[src/rtl/counter_ctrl_pkg.sv]
// Shared types for the commandable event counter: opcodes, run state, grant index width.
// Latency: n/a (types and constants only).
// Backpressure: n/a.
package counter_ctrl_pkg;

  // Command opcodes carried on req_op, two bits per requester.
  typedef enum logic [1:0] {
    OP_CLEAR = 2'd0,
    OP_LOAD  = 2'd1,
    OP_START = 2'd2,
    OP_STOP  = 2'd3
  } op_e;

  // Run/stop state of the counter.
  typedef enum logic {
    ST_IDLE = 1'b0,
    ST_RUN  = 1'b1
  } state_e;

  // Encoded requester index width; covers up to 8 requesters.
  localparam int GRANT_ID_W = 3;

endpackage

[src/rtl/rr_arbiter.sv]
// Round-robin arbiter: one-hot grant to the first requester at or after the rotating pointer.
// Latency: grant is combinational from req_i; pointer updates on the clock edge after an accept.
// Backpressure: pointer holds when advance_i is low, so an unserved requester keeps its priority.
module rr_arbiter
  import counter_ctrl_pkg::*;
#(
  parameter int REQ_N = 2
) (
  input  logic                  clk_i,
  input  logic                  rst_i,
  input  logic [REQ_N-1:0]      req_i,
  input  logic                  advance_i,
  output logic [REQ_N-1:0]      gnt_o,
  output logic [GRANT_ID_W-1:0] idx_o
);

  logic [GRANT_ID_W-1:0] ptr_q;
  logic [GRANT_ID_W-1:0] ptr_d;
  logic [GRANT_ID_W-1:0] nxt_ptr;
  logic                  found_hi;
  logic                  found_any;

  // Pick the first active request from the pointer upward, else the lowest one below it.
  always_comb begin
    gnt_o     = '0;
    idx_o     = '0;
    nxt_ptr   = '0;
    found_hi  = 1'b0;
    found_any = 1'b0;
    for (int i = 0; i < REQ_N; i++) begin
      if (!found_hi && req_i[i] && (i >= int'(ptr_q))) begin
        found_hi = 1'b1;
        gnt_o    = '0;
        gnt_o[i] = 1'b1;
        idx_o    = GRANT_ID_W'(i);
        nxt_ptr  = (i == REQ_N - 1) ? '0 : GRANT_ID_W'(i + 1);
      end
    end
    found_any = found_hi;
    for (int i = 0; i < REQ_N; i++) begin
      if (!found_any && req_i[i]) begin
        found_any = 1'b1;
        gnt_o     = '0;
        gnt_o[i]  = 1'b1;
        idx_o     = GRANT_ID_W'(i);
        nxt_ptr   = (i == REQ_N - 1) ? '0 : GRANT_ID_W'(i + 1);
      end
    end
    ptr_d = advance_i ? nxt_ptr : ptr_q;
  end

  // Rotating priority pointer; moves past the winner only when its command is taken.
  always_ff @(posedge clk_i) begin
    if (rst_i) begin
      ptr_q <= '0;
    end else begin
      ptr_q <= ptr_d;
    end
  end

endmodule

[src/rtl/counter_cmd_arbiter.sv]
// Shared event counter with round-robin command arbitration (CLEAR/LOAD/START/STOP); COUNTER_CMP_EN adds compare pulse.
// Latency: accepted command applied at the accepting edge, visible on out/running one cycle later.
// Backpressure: one command per cycle, req_ready one-hot to the rr winner; every valid is served within REQ_N cycles.
module counter_cmd_arbiter
  import counter_ctrl_pkg::*;
#(
  parameter int WIDTH      = 32,
  parameter int REQ_N      = 2,
  parameter int PRESCALE_W = 8
) (
  input  logic                   clk,
  input  logic                   rst,
  input  logic [REQ_N-1:0]       req_valid,
  output logic [REQ_N-1:0]       req_ready,
  input  logic [2*REQ_N-1:0]     req_op,
  input  logic [WIDTH*REQ_N-1:0] req_data,
  input  logic [PRESCALE_W-1:0]  cfg_prescale,
  input  logic [WIDTH-1:0]       cmp_val,
  output logic [WIDTH-1:0]       out,
  output logic                   running,
  output logic [GRANT_ID_W-1:0]  grant_id,
  output logic                   wrap,
  output logic                   cmp_hit
);

  state_e                state_q, state_d;
  logic [WIDTH-1:0]      out_q, out_d;
  logic [PRESCALE_W-1:0] presc_q, presc_d;
  logic [GRANT_ID_W-1:0] grant_id_q, grant_id_d;
  logic                  wrap_q, wrap_d;

  logic [REQ_N-1:0]      arb_gnt;
  logic [GRANT_ID_W-1:0] arb_idx;
  logic                  cmd_vld;
  op_e                   cmd_op;
  logic [WIDTH-1:0]      cmd_data;
  logic                  inc_due;
  logic                  do_inc;
  logic                  wrote;

  // Reset forces ready low so nothing is accepted and the pointer is not advanced on that edge.
  assign req_ready = arb_gnt & {REQ_N{~rst}};
  assign cmd_vld   = |req_ready;

  rr_arbiter #(
    .REQ_N(REQ_N)
  ) u_arb (
    .clk_i    (clk),
    .rst_i    (rst),
    .req_i    (req_valid),
    .advance_i(cmd_vld),
    .gnt_o    (arb_gnt),
    .idx_o    (arb_idx)
  );

  // Mux the winning requester's opcode and load value.
  always_comb begin
    cmd_op   = OP_CLEAR;
    cmd_data = '0;
    for (int i = 0; i < REQ_N; i++) begin
      if (req_ready[i]) begin
        cmd_op   = op_e'(req_op[2*i +: 2]);
        cmd_data = req_data[WIDTH*i +: WIDTH];
      end
    end
  end

  // Next state: prescaled increment in RUN, then the accepted command overrides it where they collide.
  always_comb begin
    state_d    = state_q;
    out_d      = out_q;
    presc_d    = presc_q;
    grant_id_d = grant_id_q;
    inc_due    = 1'b0;
    wrote      = 1'b0;

    if (state_q == ST_RUN) begin
      inc_due = (presc_q == cfg_prescale);
      // A prescaler above a freshly lowered cfg_prescale free-runs to max and wraps without counting.
      presc_d = inc_due ? '0 : presc_q + 1'b1;
    end
    do_inc = inc_due;

    if (cmd_vld) begin
      grant_id_d = arb_idx;
      case (cmd_op)
        OP_CLEAR: begin
          out_d   = '0;
          presc_d = '0;
          do_inc  = 1'b0;
          wrote   = 1'b1;
        end
        OP_LOAD: begin
          out_d   = cmd_data;
          presc_d = '0;
          do_inc  = 1'b0;
          wrote   = 1'b1;
        end
        OP_START: begin
          // Restarting from IDLE begins a fresh prescale period; START while running changes nothing.
          if (state_q == ST_IDLE) begin
            state_d = ST_RUN;
            presc_d = '0;
          end
        end
        OP_STOP: begin
          if (state_q == ST_RUN) begin
            state_d = ST_IDLE;
            presc_d = presc_q;
            do_inc  = 1'b0;
          end
        end
      endcase
    end

    if (do_inc) begin
      out_d = out_q + 1'b1;
    end
    wrap_d = do_inc && (&out_q);
  end

  // State register, count, prescaler and status outputs.
  always_ff @(posedge clk) begin
    if (rst) begin
      state_q    <= ST_IDLE;
      out_q      <= '0;
      presc_q    <= '0;
      grant_id_q <= '0;
      wrap_q     <= 1'b0;
    end else begin
      state_q    <= state_d;
      out_q      <= out_d;
      presc_q    <= presc_d;
      grant_id_q <= grant_id_d;
      wrap_q     <= wrap_d;
    end
  end

  assign out      = out_q;
  assign running  = (state_q == ST_RUN);
  assign grant_id = grant_id_q;
  assign wrap     = wrap_q;

`ifdef COUNTER_CMP_EN
  logic cmp_hit_q;

  // Pulse only when the count actually moves onto the compare value, not while it sits there.
  always_ff @(posedge clk) begin
    if (rst) begin
      cmp_hit_q <= 1'b0;
    end else begin
      cmp_hit_q <= (do_inc || wrote) && (out_d != out_q) && (out_d == cmp_val);
    end
  end

  assign cmp_hit = cmp_hit_q;
`else
  logic unused_cmp_val;

  assign unused_cmp_val = ^cmp_val;
  assign cmp_hit        = 1'b0;
`endif

endmodule

[config.mk]
export PLATFORM = sky130hd
export DESIGN_NAME = counter_cmd_arbiter
export DESIGN_NICKNAME = d
export VERILOG_FILES = /design/src/rtl/counter_ctrl_pkg.sv /design/src/rtl/rr_arbiter.sv /design/src/rtl/counter_cmd_arbiter.sv
export SDC_FILE = /design/constraint.sdc
export NUM_CORES = 1
export LEC_CHECK = 0
export ABC_AREA = 0
export ABC_CLOCK_PERIOD_IN_PS = 2100
export BUFFER_PORTS_ARGS = -buffer_cell sky130_fd_sc_hd__buf_4
export CORE_ASPECT_RATIO = 1.1
export CORE_MARGIN = 1
export CORE_UTILIZATION = 42
export DETAILED_ROUTE_END_ITERATION = 10
export PLACE_DENSITY = 0.78
export SETUP_SLACK_MARGIN = 0.3
export SLEW_MARGIN = 0
export SYNTH_ARGS = -nofsm -noshare
export SYNTH_HDL_FRONTEND = slang
export SYNTH_SLANG_ARGS = --single-unit
[constraint.sdc]
create_clock -name clk -period 2.1 [get_ports clk]
set_input_delay 0.21 -clock clk [delete_from_list [all_inputs] [get_ports clk]]
set_output_delay 0.21 -clock clk [all_outputs]
set_load 0.02 [all_outputs]
# After elaboration in Yosys (flattened, before gate mapping)
# Cells that the tools add are included.
dict set report classes {
  n_addsub 2
  magnitude_cmp 2
  n_eq_ne 5
  n_mux 32
  bitwise_logic 2
  n_reduce_logical 18
}
# operator count
set ops {}
lappend ops {{32-bit two-way mux} 4}
lappend ops {{32-bit one-hot mux with 2 select lines} 1}
lappend ops {{8-bit two-way mux} 5}
lappend ops {{32-bit by 1-bit adder with 32-bit output, second input constant} 1}
lappend ops {{32-bit AND reduction} 1}
lappend ops {{8-bit one-hot mux with 3 select lines} 1}
lappend ops {{1-bit two-way mux} 14}
lappend ops {{2-bit two-way mux} 5}
lappend ops {{8-bit by 1-bit adder with 8-bit output, second input constant} 1}
lappend ops {{8-bit == test} 1}
lappend ops {{1-bit by 3-bit >= comparator with 1-bit output, first input constant} 2}
lappend ops {{1-bit logical AND} 6}
lappend ops {{2-bit == test, second input constant} 2}
lappend ops {{1-bit one-hot mux with 2 select lines} 2}
lappend ops {{2-bit AND reduction} 2}
lappend ops {{2-bit nonzero test} 2}
lappend ops {{2-bit OR reduction} 2}
lappend ops {{1-bit logical NOT} 3}
lappend ops {{3-bit != test, second input constant} 1}
lappend ops {{3-bit nonzero test} 1}
lappend ops {{2-bit bitwise AND} 1}
lappend ops {{2-bit by 1-bit == test with 1-bit output, second input constant} 1}
lappend ops {{2-bit logical NOT} 1}
lappend ops {{1-bit inverter} 1}
dict set report totals {
  register_bits 48
  in_bits 112
  out_inout_bits 40
  elab_cells 67
}

# Depth between registers and ports, before layout
# Gate-level depths: netlist (run 1).
dict set report depth {
  ltp_word 22
  mapped_depth 10
}

# By module
# Synthesis (run 1) repeated with hierarchy kept, for this count alone.
dict set report unflattened {
  cells_unflattened 448
  hier_area_um2 3497.1
}
# module n_inst cells_per_inst area_each_um2
set by_module_without_submodules {}
lappend by_module_without_submodules {counter_cmd_arbiter 1 437 3403.3}
lappend by_module_without_submodules {rr_arbiter 1 11 93.8}

# Least setup slack after synthesis (run 1)
# OpenSTA, ideal clock, no wires.
dict set report synth_path {
  path_type {register to register}
  startpoint {reg out_q[0] (netlist: out[0])}
  endpoint {reg out_q[30] (netlist: out[30])}
  t_arrival_ns 2.136
  path_slack_ns -0.180
  stages_incl_launch_ff 8
  path_cell_list {dfxtp_1 -> ha_1 -> nand3_1 -> nor4_1 -> nor4b_1 -> a2111oi_0 -> o21ai_0 -> o311ai_0}
}
dict set report synth_between {
  elab_chain_len 2
}
# element line_no
set synth_rtl {}
lappend synth_rtl {{start, declared} counter_cmd_arbiter.sv:27} ;# logic [WIDTH-1:0] out_q, out_d;
lappend synth_rtl {{start signal, assigned} counter_cmd_arbiter.sv:132} ;# out_q <= out_d;
lappend synth_rtl {{32-bit by 1-bit adder with 32-bit output} counter_cmd_arbiter.sv:117} ;# out_d = out_q + 1'b1;
lappend synth_rtl {{32-bit two-way mux} counter_cmd_arbiter.sv:116} ;# if (do_inc) begin
# Every way passes these cells.
# A chain may end at the register's enable or synchronous reset.

# Worst setup path in the final report (run 1)
dict set report layout_path {
  startpoint {reg presc_q[5]}
  endpoint {reg out_q[23] (netlist: out[23])}
}
dict set report layout_between {
  elab_chain_len 7
  elab_cells_between_ends 9
  classes_between {1 x eq/ne; 5 x mux; 3 x reduce/logical}
}
# element line_no
set layout_rtl {}
lappend layout_rtl {{start, declared} counter_cmd_arbiter.sv:28} ;# logic [PRESCALE_W-1:0] presc_q, presc_d;
lappend layout_rtl {{start signal, assigned} counter_cmd_arbiter.sv:133} ;# presc_q <= presc_d;
lappend layout_rtl {{8-bit == test *} counter_cmd_arbiter.sv:78} ;# inc_due = (presc_q == cfg_prescale);
lappend layout_rtl {{1-bit two-way mux *} counter_cmd_arbiter.sv:77} ;# if (state_q == ST_RUN) begin
lappend layout_rtl {{1-bit two-way mux} counter_cmd_arbiter.sv:107} ;# if (state_q == ST_RUN) begin
lappend layout_rtl {{1-bit one-hot mux with 2 select lines} counter_cmd_arbiter.sv:86} ;# case (cmd_op)
lappend layout_rtl {{1-bit two-way mux *} counter_cmd_arbiter.sv:84} ;# if (cmd_vld) begin
lappend layout_rtl {{3-bit nonzero test (no line) or 2-bit nonzero test (tied branches)} n/a}
lappend layout_rtl {{2-bit AND reduction (no line)} n/a}
# Mark *: on every way between the ends. The rest lies on a longest branch, timed or not.

==> results of run 1 <==
## worst paths after layout
kind                       startpoint                           to  slack, ns  depth (start not counted)
min reg2reg  grant_id[0]$_SDFFE_PP0N_     grant_id[0]$_SDFFE_PP0N_       0.52                          1
max           presc_q[5]$_SDFFE_PP0P_         out[23]$_SDFFE_PP0P_       0.10                          9
min                               rst  u_arb.ptr_q[0]$_SDFFE_PP0N_       0.11                          2
max reg2reg   presc_q[5]$_SDFFE_PP0P_         out[23]$_SDFFE_PP0P_       0.10                          9
## state kept, by name, summed over array words and instances (netlist names)
register and flops:
out 32, u_arb.ptr_q 1, running 1, wrap 1, presc_q 8, grant_id 1
## report_power, final
part	leakage (uW)	switching (uW)	total (uW)	internal [uW]
clock	0.0000583	336	695	359
sequential	0.000372	28.4	877	848
combinational	0.00174	292	584	292
## worst reg2reg max path, delay by kind of cell, from the launching register on
| kind | cells | cell delay, ns |
|---|---|---|
| AO/OA/AOI/OAI | 3 | 0.63 |
| buffers and inverters | 3 | 0.53 |
| flip-flops | 1 | 0.38 |
| AND/OR/NAND/NOR | 2 | 0.24 |
| XOR/XNOR | 1 | 0.12 |
## area by class of cell
type,count,area (um^2),area share
multi-input cells,325,2444,0.4641
repair buffers,200,1620,0.3077
flip-flops and latches,44,937.1,0.1780
well taps,85,106.4,0.02020
clock buffers,5,68.82,0.01307
clock inverters,3,47.55,0.009030
inverters,11,41.29,0.007842
## layer usage
layer,GRT usage,up-vias
li1,-,1908
met3,0.06162,50
met2,0.5342,277
met4,0.1839,0
met5,0,-
met1,0.3424,2007
## cell families (layout without fill, tap and decap cells)
logic type      after synthesis  in the layout  share of synthesized area
compound gates              136            136                     0.3148
xor+xnor                     16             16                    0.04651
fa+ha+maj                     2              2                   0.008304
buf+inv                      40            219                    0.05647
flops                        44             44                     0.2924
other cells                   1              3                   0.001245
simple gates                167            168                     0.2803
## repair_timing
item                                    CTS  global route
pin swaps                                26            26
resized for setup                        75            64
cloned                                    1             1
buffers inserted                         29            14
hold buffers                              0             0
endpoints found under the setup margin   42            43
## through the flow
stage	std cells	hold slack, ns	area, um^2	total power [uW]
after global routing	673	0.1139	5265	2224
after global placement	620	0.4246	4293	1350
after CTS	658	0.1140	4861	2078
final	673	0.1106	5265	2156
after floorplan	408	0.3752	3168	1121
after detailed placement	620	0.4250	4293	1361
## cell usage in the layout (no fill, tap or decap), types with 4 or more instances in the layout
master and n:
o21ai_2 10, dfxtp_4 9, and3_1 8, and2_1 4, nand3_1 14, nor3_2 4, nor2_1 32, dfxtp_2 18
clkbuf_8 5, inv_1 10, nand4_1 12, xnor2_2 8, a22o_1 9, o32a_1 5, buf_4 181, nor3_4 5
nand2_1 34, a22oi_1 23, buf_6 13, nor2_4 4, or3_1 5, o21ai_0 6, a21oi_2 4, nor4_1 7
a211o_1 6, dfxtp_1 17, nor3_1 11, o21ai_1 11, a31oi_1 6, a21oi_1 21, nor4_2 4, xor2_1 5
==> results_dict.tcl, run 1 <==
set metrics [dict create \
    status "completed" \
    synth_top_area_share 0.2924 \
    crit_slowest_cell "dfxtp_2" \
    cts_sinks 44 \
    finalCritPeriodShare 0.9511 \
    rsz0062_at_grt "true" \
    cp_common_cell "buf_4" \
    grt_pass1_vias 3980 \
    drc 0 \
    cp_top_family "compound AO/OA/AOI/OAI gates" \
    netlist_area_mm2 0.003013 \
    netlist_top_cells_count "44 x dfxtp_1, 38 x nand2_1, 34 x nor2_1, 27 x o21ai_0, 25 x a21oi_1" \
    drive_above_1_share 0.5391 \
    path_cells "xnor2_2 > nand4_1 > buf_4 > a2111oi_4 > buf_6 > nor2_4 > buf_4 > o21ai_1 > o211ai_1" \
    maxCapViolations 0 \
    ios 152 \
    tritoncts "yes" \
    die_w_um 82.76 \
    overflow 0 \
    antenna_left 0 \
    ir_worst_vdd_v 0.0003344 \
    ys_warn_count 0 \
    syn2layout_area_growth_pct 74.75 \
    finClkSkew_ns 0.01658 \
    antenna_found_initial 0 \
    crit_buf_inv 3 \
    num_vias 4242 \
    power_leakage_uw 0.002169 \
    met3_length_um 1040 \
    clk_latency_ns 0.32 \
    final_util 0.7557 \
    n_antenna_cell 0 \
    io_buffers 116 \
    critPathLaunchType "flop" \
    wl_met1_um 4754 \
    final.setup.tns_ns 0 \
    path_class "reg -> reg" \
    yosys.area.top_type "dfxtp_1" \
    cellPowerDensity_mw_per_mm2 409.4 \
    gp_congestion 0.8626 \
    setup_viol 0 \
    dieHeight_um 90.83 \
    drv_slew 0 \
    synth-seq-cells 44 \
    drtIter0Drc 425 \
    num-nets-final 701 \
    drtPass1Iterations 5 \
    syn-mean-instance-area_um2 7.421 \
    synth_edf_count 0 \
    wire_per_inst_um 19.09 \
    synth_cells 406 \
    synth.most_common_cell "dfxtp_1" \
    fillCellCount 461 \
    clockBufferDepth 2 \
    synth_top_cells_by_area "dfxtp_1 29%, a22oi_1 6.0%, nand2_1 4.7%" \
    htree_num_levels 2 \
    core-area_mm2 0.006967 \
    synth_cell_types 57 \
    viasPerCell 6.303 \
    dieArea_mm2 0.007517 \
    pre_cts_ws_ns -0.05317 \
    routed_wl_um 12850 \
    synthArstFlopShare 0 \
    cts.clk_slew.worst_paths_ns 0.10 \
    start_util 0.4325 \
    wl_met2_um 6641 \
    ys.flop_type "dfxtp_1" \
    grt_first_pass_wirelength_um 18290 \
    max_freq_ghz 0.5007 \
    crit_path_max_fanout 6 \
    grt_util_all_layers 0.3113 \
    finalHoldViolations 0 \
    required_ns 2.29 \
    top_layer "met4" \
    fin_crit_ns 1.997 \
    cp-end-kind "flop" \
    hp-class "in -> reg" \
    dp_hpwl_um 7670 \
    cts_buffers 5 \
    setup_slack_ns 0.1028 \
    grt_start_max_net_pins 29 \
    cp_slowest_stage_delay_ns 0.38 \
    synth-seq-area-share 0.2924 \
    num_rows 32 \
    cts-root-buf "clkbuf_8" \
    critical_path_arrival_ns 2.19 \
]
Power figures use the tool's default switching activity.
==> inputs of run 2 (changes only) <==
CORE_UTILIZATION = 35   (was 42)
PLACE_DENSITY = 0.67   (was 0.78)
REMOVE_ABC_BUFFERS = 1   (was default)
==> run 2 against run 1 <==
Core utilization is 11 points lower; sequential power hardly changed; sequential share of layout area is 1.0 points lower; largest cell class unchanged; first-iteration DRC count is 27% lower.
==> results_dict.tcl, run 2 (synthesis gave the netlist of run 1 again) <==
set metrics [dict create \
    setup_slack_ns 0.007711 \
    dp_hpwl_um 8303 \
    multi_input_area_mm2 0.002457 \
    num-nets-final 706 \
    final_util 0.6437 \
    n_antenna_cell 0 \
    power_leakage_uw 0.002180 \
    antenna_found_initial 0 \
    seq_area_um2 902.1 \
    grt_start_max_net_pins 28 \
    reg2reg_from "u_arb.ptr_q[0]$_SDFFE_PP0N_" \
    cts_sinks 44 \
    cp-end-kind "flop" \
    syn2layout_area_growth_pct 78.70 \
    grt_first_pass_wirelength_um 18490 \
    drv_slew 0 \
    fillCellCount 666 \
    crit_path_max_fanout 7 \
    gp_congestion 0.9054 \
    finalCritPeriodShare 0.9963 \
    fin_crit_ns 2.092 \
    num_rows 35 \
    seqPwrFrac 0.417 \
    clkPwrFrac 0.283 \
    path_cells "nand2b_4 > buf_6 > a32o_2 > a211oi_4 > nor3_2 > buf_6 > buf_6 > a21o_1 > a211o_1" \
    tritoncts "yes" \
    dp_cells 669 \
    cp_slowest_stage_delay_ns 0.34 \
    start_util 0.3602 \
    routed_wl_um 12350 \
    mostFrequentLayoutCells "174 x buf_4, 33 x nand2_1, 31 x nor2_1" \
    required_ns 2.31 \
    core-area_mm2 0.008364 \
    largest_reg_flops 32 \
    critical_path_arrival_ns 2.30 \
    critPathLaunchType "flop" \
    drive_above_1_share 0.5211 \
    status "completed" \
    whs_endpoint "out[1]$_SDFFE_PP0P_" \
    max_freq_ghz 0.4779 \
    setup_viol 0 \
    hold_depth 3 \
    viasPerCell 5.736 \
    overflow 0 \
    pre_cts_ws_ns -0.07287 \
    crit_slowest_cell "dfxtp_2" \
    drc 0 \
    switching_share 0.3147 \
    worst_hold_startpoint "req_data[1]" \
    ios 152 \
    r2r_slack_ns 0.008 \
    cp_common_cell "buf_6" \
    cts_buffers 5 \
    io_buffers 116 \
    clockBufferDepth 2 \
    maxCapViolations 0 \
    drtIter0Drc 311 \
    ir_worst_vdd_v 0.0002219 \
    hp-class "in -> reg" \
    antenna_left 0 \
    finalHoldViolations 0 \
    grt_util_all_layers 0.2532 \
    rsz0062_at_grt "true" \
    die_w_um 90.46 \
    path_class "reg -> reg" \
    dieHeight_um 99.31 \
    combPwrFrac 0.299 \
    stdcell_count 704 \
    htree_num_levels 2 \
    wire_per_inst_um 17.54 \
    cts.clk_slew.worst_paths_ns 0.10 \
    finClkSkew_ns 0.007982 \
    num_vias 4038 \
    drtPass1Iterations 5 \
    power_switching_uw 663.3 \
    cts-root-buf "clkbuf_8" \
    p_int_uw 1445 \
    dieArea_mm2 0.008984 \
    cellPowerDensity_mw_per_mm2 391.6 \
    reg2reg_depth 9 \
    layout_commonest_cell "buf_4" \
    clk_latency_ns 0.31 \
    grt_pass1_vias 3849 \
    reg2reg_to "out[9]$_SDFFE_PP0P_" \
]
-- run 2: power groups by stage --
stage	logic [uW]	registers, uW	clock network [uW]
6_report	631	880	597
2_1_floorplan	164	922	0
4_1_cts	551	877	595
5_1_grt	670	883	627
3_3_place_gp	480	895	0
3_5_place_dp	486	896	0
-- run 2: how the worst max path moves through the flow --
stage / end / slack [ns] / from / cells past startpoint
global placement: out[9]$_SDFFE_PP0P_ / 0.01 / presc_q[2]$_SDFFE_PP0P_ / 9
finish: out[9]$_SDFFE_PP0P_ / 0.008 / u_arb.ptr_q[0]$_SDFFE_PP0N_ / 9
floorplan: out[17]$_SDFFE_PP0P_ / -0.79 / u_arb.ptr_q[0]$_SDFFE_PP0N_ / 6
CTS: out[7]$_SDFFE_PP0P_ / 0.10 / presc_q[1]$_SDFFE_PP0P_ / 7
detailed placement: out[17]$_SDFFE_PP0P_ / -0.07 / presc_q[2]$_SDFFE_PP0P_ / 9
global route: out[9]$_SDFFE_PP0P_ / -0.04 / u_arb.ptr_q[0]$_SDFFE_PP0N_ / 9
-- run 2: critical path: cells and delay by family (launching register included) --
kind	cells	cell delay, ns
AOI/OAI and AO/OA	4	1.02
and+or+nand+nor	2	0.23
buffers and inverters	3	0.40
DFF	1	0.34
-- run 2: area by class of cell --
class,count,area share
repair buffers,206,0.3254
clock buffers,6,0.01534
clock inverters,2,0.001859
inverters,11,0.007669
multi-input cells,324,0.4564
well taps,111,0.02580
flip-flops and latches,44,0.1676
-- run 2: repair_timing --
item / 4_1_cts / 5_1_grt
resized for setup: 78 / 92
hold endpoints to repair: 0 / 0
hold buffers: 0 / 0
buffers inserted: 18 / 6
pin swaps: 41 / 29
setup endpoints to repair: 42 / 42
gates cloned: 2 / 1
-- run 2: per-layer routing --
metal	wire, um	track usage	vias up
li1	-	-	1912
met1	4973	0.3062	1915
met2	6192	0.4481	178
met3	814	0.04511	33
met4	368	0.09181	0
met5	0	0	-
-- run 2: per-stage QoR --
stage / cell area, um^2 / setup TNS [ns] / total power, uW / hold slack (ns)
after global placement: 4387 / 0 / 1375 / 0.4696
final: 5384 / 0 / 2108 / 0.1806
after global routing: 5384 / -0.08007 / 2181 / 0.2071
after floorplan: 2892 / -15.77 / 1087 / 0.2791
after detailed placement: 4387 / -0.3850 / 1382 / 0.4765
after CTS: 4935 / 0 / 2023 / 0.1857
==> inputs of run 3 (changes only) <==
CORE_ASPECT_RATIO = default   (was 1.1)
SLEW_MARGIN = 15   (was 0)
==> run 3 against run 2 <==
The run now ends with negative setup slack left; global-route usage fell by 0.90 points; cell area decreased by 9.7%; flip-flop and latch count is the same; count of clock-buffer cells in the layout is the same; clock power is 11% higher; critical path depth decreased by 2; critical path type unchanged; largest cell class unchanged; highest routed layer unchanged.
==> results_dict.tcl, run 3 (synthesis gave the netlist of run 1 again) <==
set metrics [dict create \
    status "finished, violations left" \
    failed_checks "negative setup slack" \
    drc 0 \
    clkPwrFrac 0.318 \
    path_cells "and3_1 > nand4_1 > nor4_4 > buf_4 > a2111oi_1 > o21ai_0 > o311ai_2" \
    crit_slowest_cell "dfxtp_1" \
    drtIter0Drc 234 \
    core-area_mm2 0.008258 \
    rsz0062_at_grt "true" \
    cp_slowest_stage_delay_ns 0.41 \
    gp_congestion 0.9146 \
    num_vias 3828 \
    clk_latency_ns 0.30 \
    antenna_found_initial 0 \
    hp-class "in -> reg" \
    layout_commonest_cell "buf_4" \
    cellPowerDensity_mw_per_mm2 429.8 \
    drtPass1Iterations 5 \
    dp_hpwl_um 8083 \
    cts-root-buf "clkbuf_8" \
    final.setup.tns_ns -0.001481 \
    overflow 0 \
    n_antenna_cell 0 \
    setup_slack_ns -0.001481 \
    switching_share 0.2862 \
    reg2reg_from "out[22]$_SDFFE_PP0P_" \
    wire_per_inst_um 16.36 \
    combPwrFrac 0.259 \
    r2r_slack_ns -0.001 \
    num_rows 33 \
    cp-end-kind "flop" \
    final_util 0.5885 \
    routed_wl_um 11110 \
    stdcell_count 679 \
    viasPerCell 5.638 \
    num-nets-final 687 \
    htree_num_levels 2 \
    clockBufferDepth 2 \
    seqPwrFrac 0.422 \
    ir_worst_vdd_v 0.0002808 \
    largest_reg_flops 32 \
    power_leakage_uw 0.002017 \
    maxCapViolations 0 \
    die_w_um 94.78 \
    finClkSkew_ns 0.01132 \
    p_int_uw 1491 \
    io_buffers 116 \
    startpoint "out[22]$_SDFFE_PP0P_" \
    fin_crit_ns 2.101 \
    antenna_left 0 \
    grt_start_max_net_pins 29 \
    cts-hold-fix-buffers 0 \
    start_util 0.3648 \
    max_freq_ghz 0.4759 \
    ios 152 \
    path_class "reg -> reg" \
    critPathLaunchType "flop" \
    critical_path_arrival_ns 2.27 \
    grt_util_all_layers 0.2442 \
    worst_hold_startpoint "rst" \
    drive_above_1_share 0.4286 \
    mostFrequentLayoutCells "179 x buf_4, 38 x nand2_1, 33 x nor2_1" \
    drv_slew 0 \
    syn2layout_area_growth_pct 61.30 \
    dieHeight_um 94.78 \
    required_ns 2.27 \
    finalCritPeriodShare 1.001 \
    finalHoldViolations 0 \
    dieArea_mm2 0.008983 \
    cts.clk_slew.worst_paths_ns 0.09 \
    dp_cells 666 \
    power_switching_uw 597.8 \
    setup_viol 1 \
    cts_sinks 44 \
    crit_path_max_fanout 8 \
    cts_buffers 5 \
    grt_pass1_vias 3653 \
    grt_first_pass_wirelength_um 17310 \
    tritoncts "yes" \
]
[run 3: changes by cell type in the layout (fill, tap and decap cells not counted), sizes merged]
cell,before,now
buf,205,187
bufinv,0,1
clkbuf,7,6
inv,11,10
[run 3: worst paths after layout]
path	end	cells after the start
setup / recovery	out[29]$_SDFFE_PP0P_	7
hold / removal	u_arb.ptr_q[0]$_SDFFE_PP0N_	2
setup reg to reg	out[29]$_SDFFE_PP0P_	7
hold reg to reg	wrap$_SDFF_PP0_	2
[run 3: area by class of cell]
type                       instances  area (um^2)
multi-input combinational        324         2221
inverter                          11        41.29
fill                             747         3398
sequential                        44        898.4
tap                              105        131.4
clock inverter                     2        35.03
timing repair buffer             187         1460
clock buffer                       6        72.57
[run 3: through the flow]
step                      total power, uW  area, um^2  hold WS, ns  worst slack [ns]
after floorplan                      1087        2892       0.2791           -0.7938
after global placement               1367        4402       0.4545          -0.05536
after detailed placement             1378        4402       0.4582          -0.07658
after CTS                            2072        4691       0.1470           0.05886
after global routing                 2175        4860       0.1428          -0.08669
final                                2089        4860       0.1528         -0.001481
[run 3: routing by layer]
metal,routed length [um],GRT usage
met5,0,0
met4,166,0.08460
met3,854,0.03865
met2,5403,0.4137
met1,4685,0.3124
[run 3: worst max-delay path, delay by kind of cell (launching register included)]
family | cells | cell delay (ns)
AOI/OAI and AO/OA | 3 | 0.50
buffers and inverters | 1 | 0.22
DFF | 1 | 0.41
and+or+nand+nor | 3 | 0.84
[run 3: repair_timing]
action / in CTS / in global routing
endpoints found under the setup margin: 42 / 43
pin swaps: 12 / 12
gates resized for setup: 33 / 45
gates cloned: 1 / 0
buffers inserted: 3 / 1
[run 3: power by group through the flow]
stage          registers [uW]  logic (uW)  clock network [uW]
2_1_floorplan             922         164                   0
3_3_place_gp              896         471                   0
3_5_place_dp              897         480                   0
4_1_cts                   878         521                 673
5_1_grt                   886         581                 708
6_report                  882         542                 665
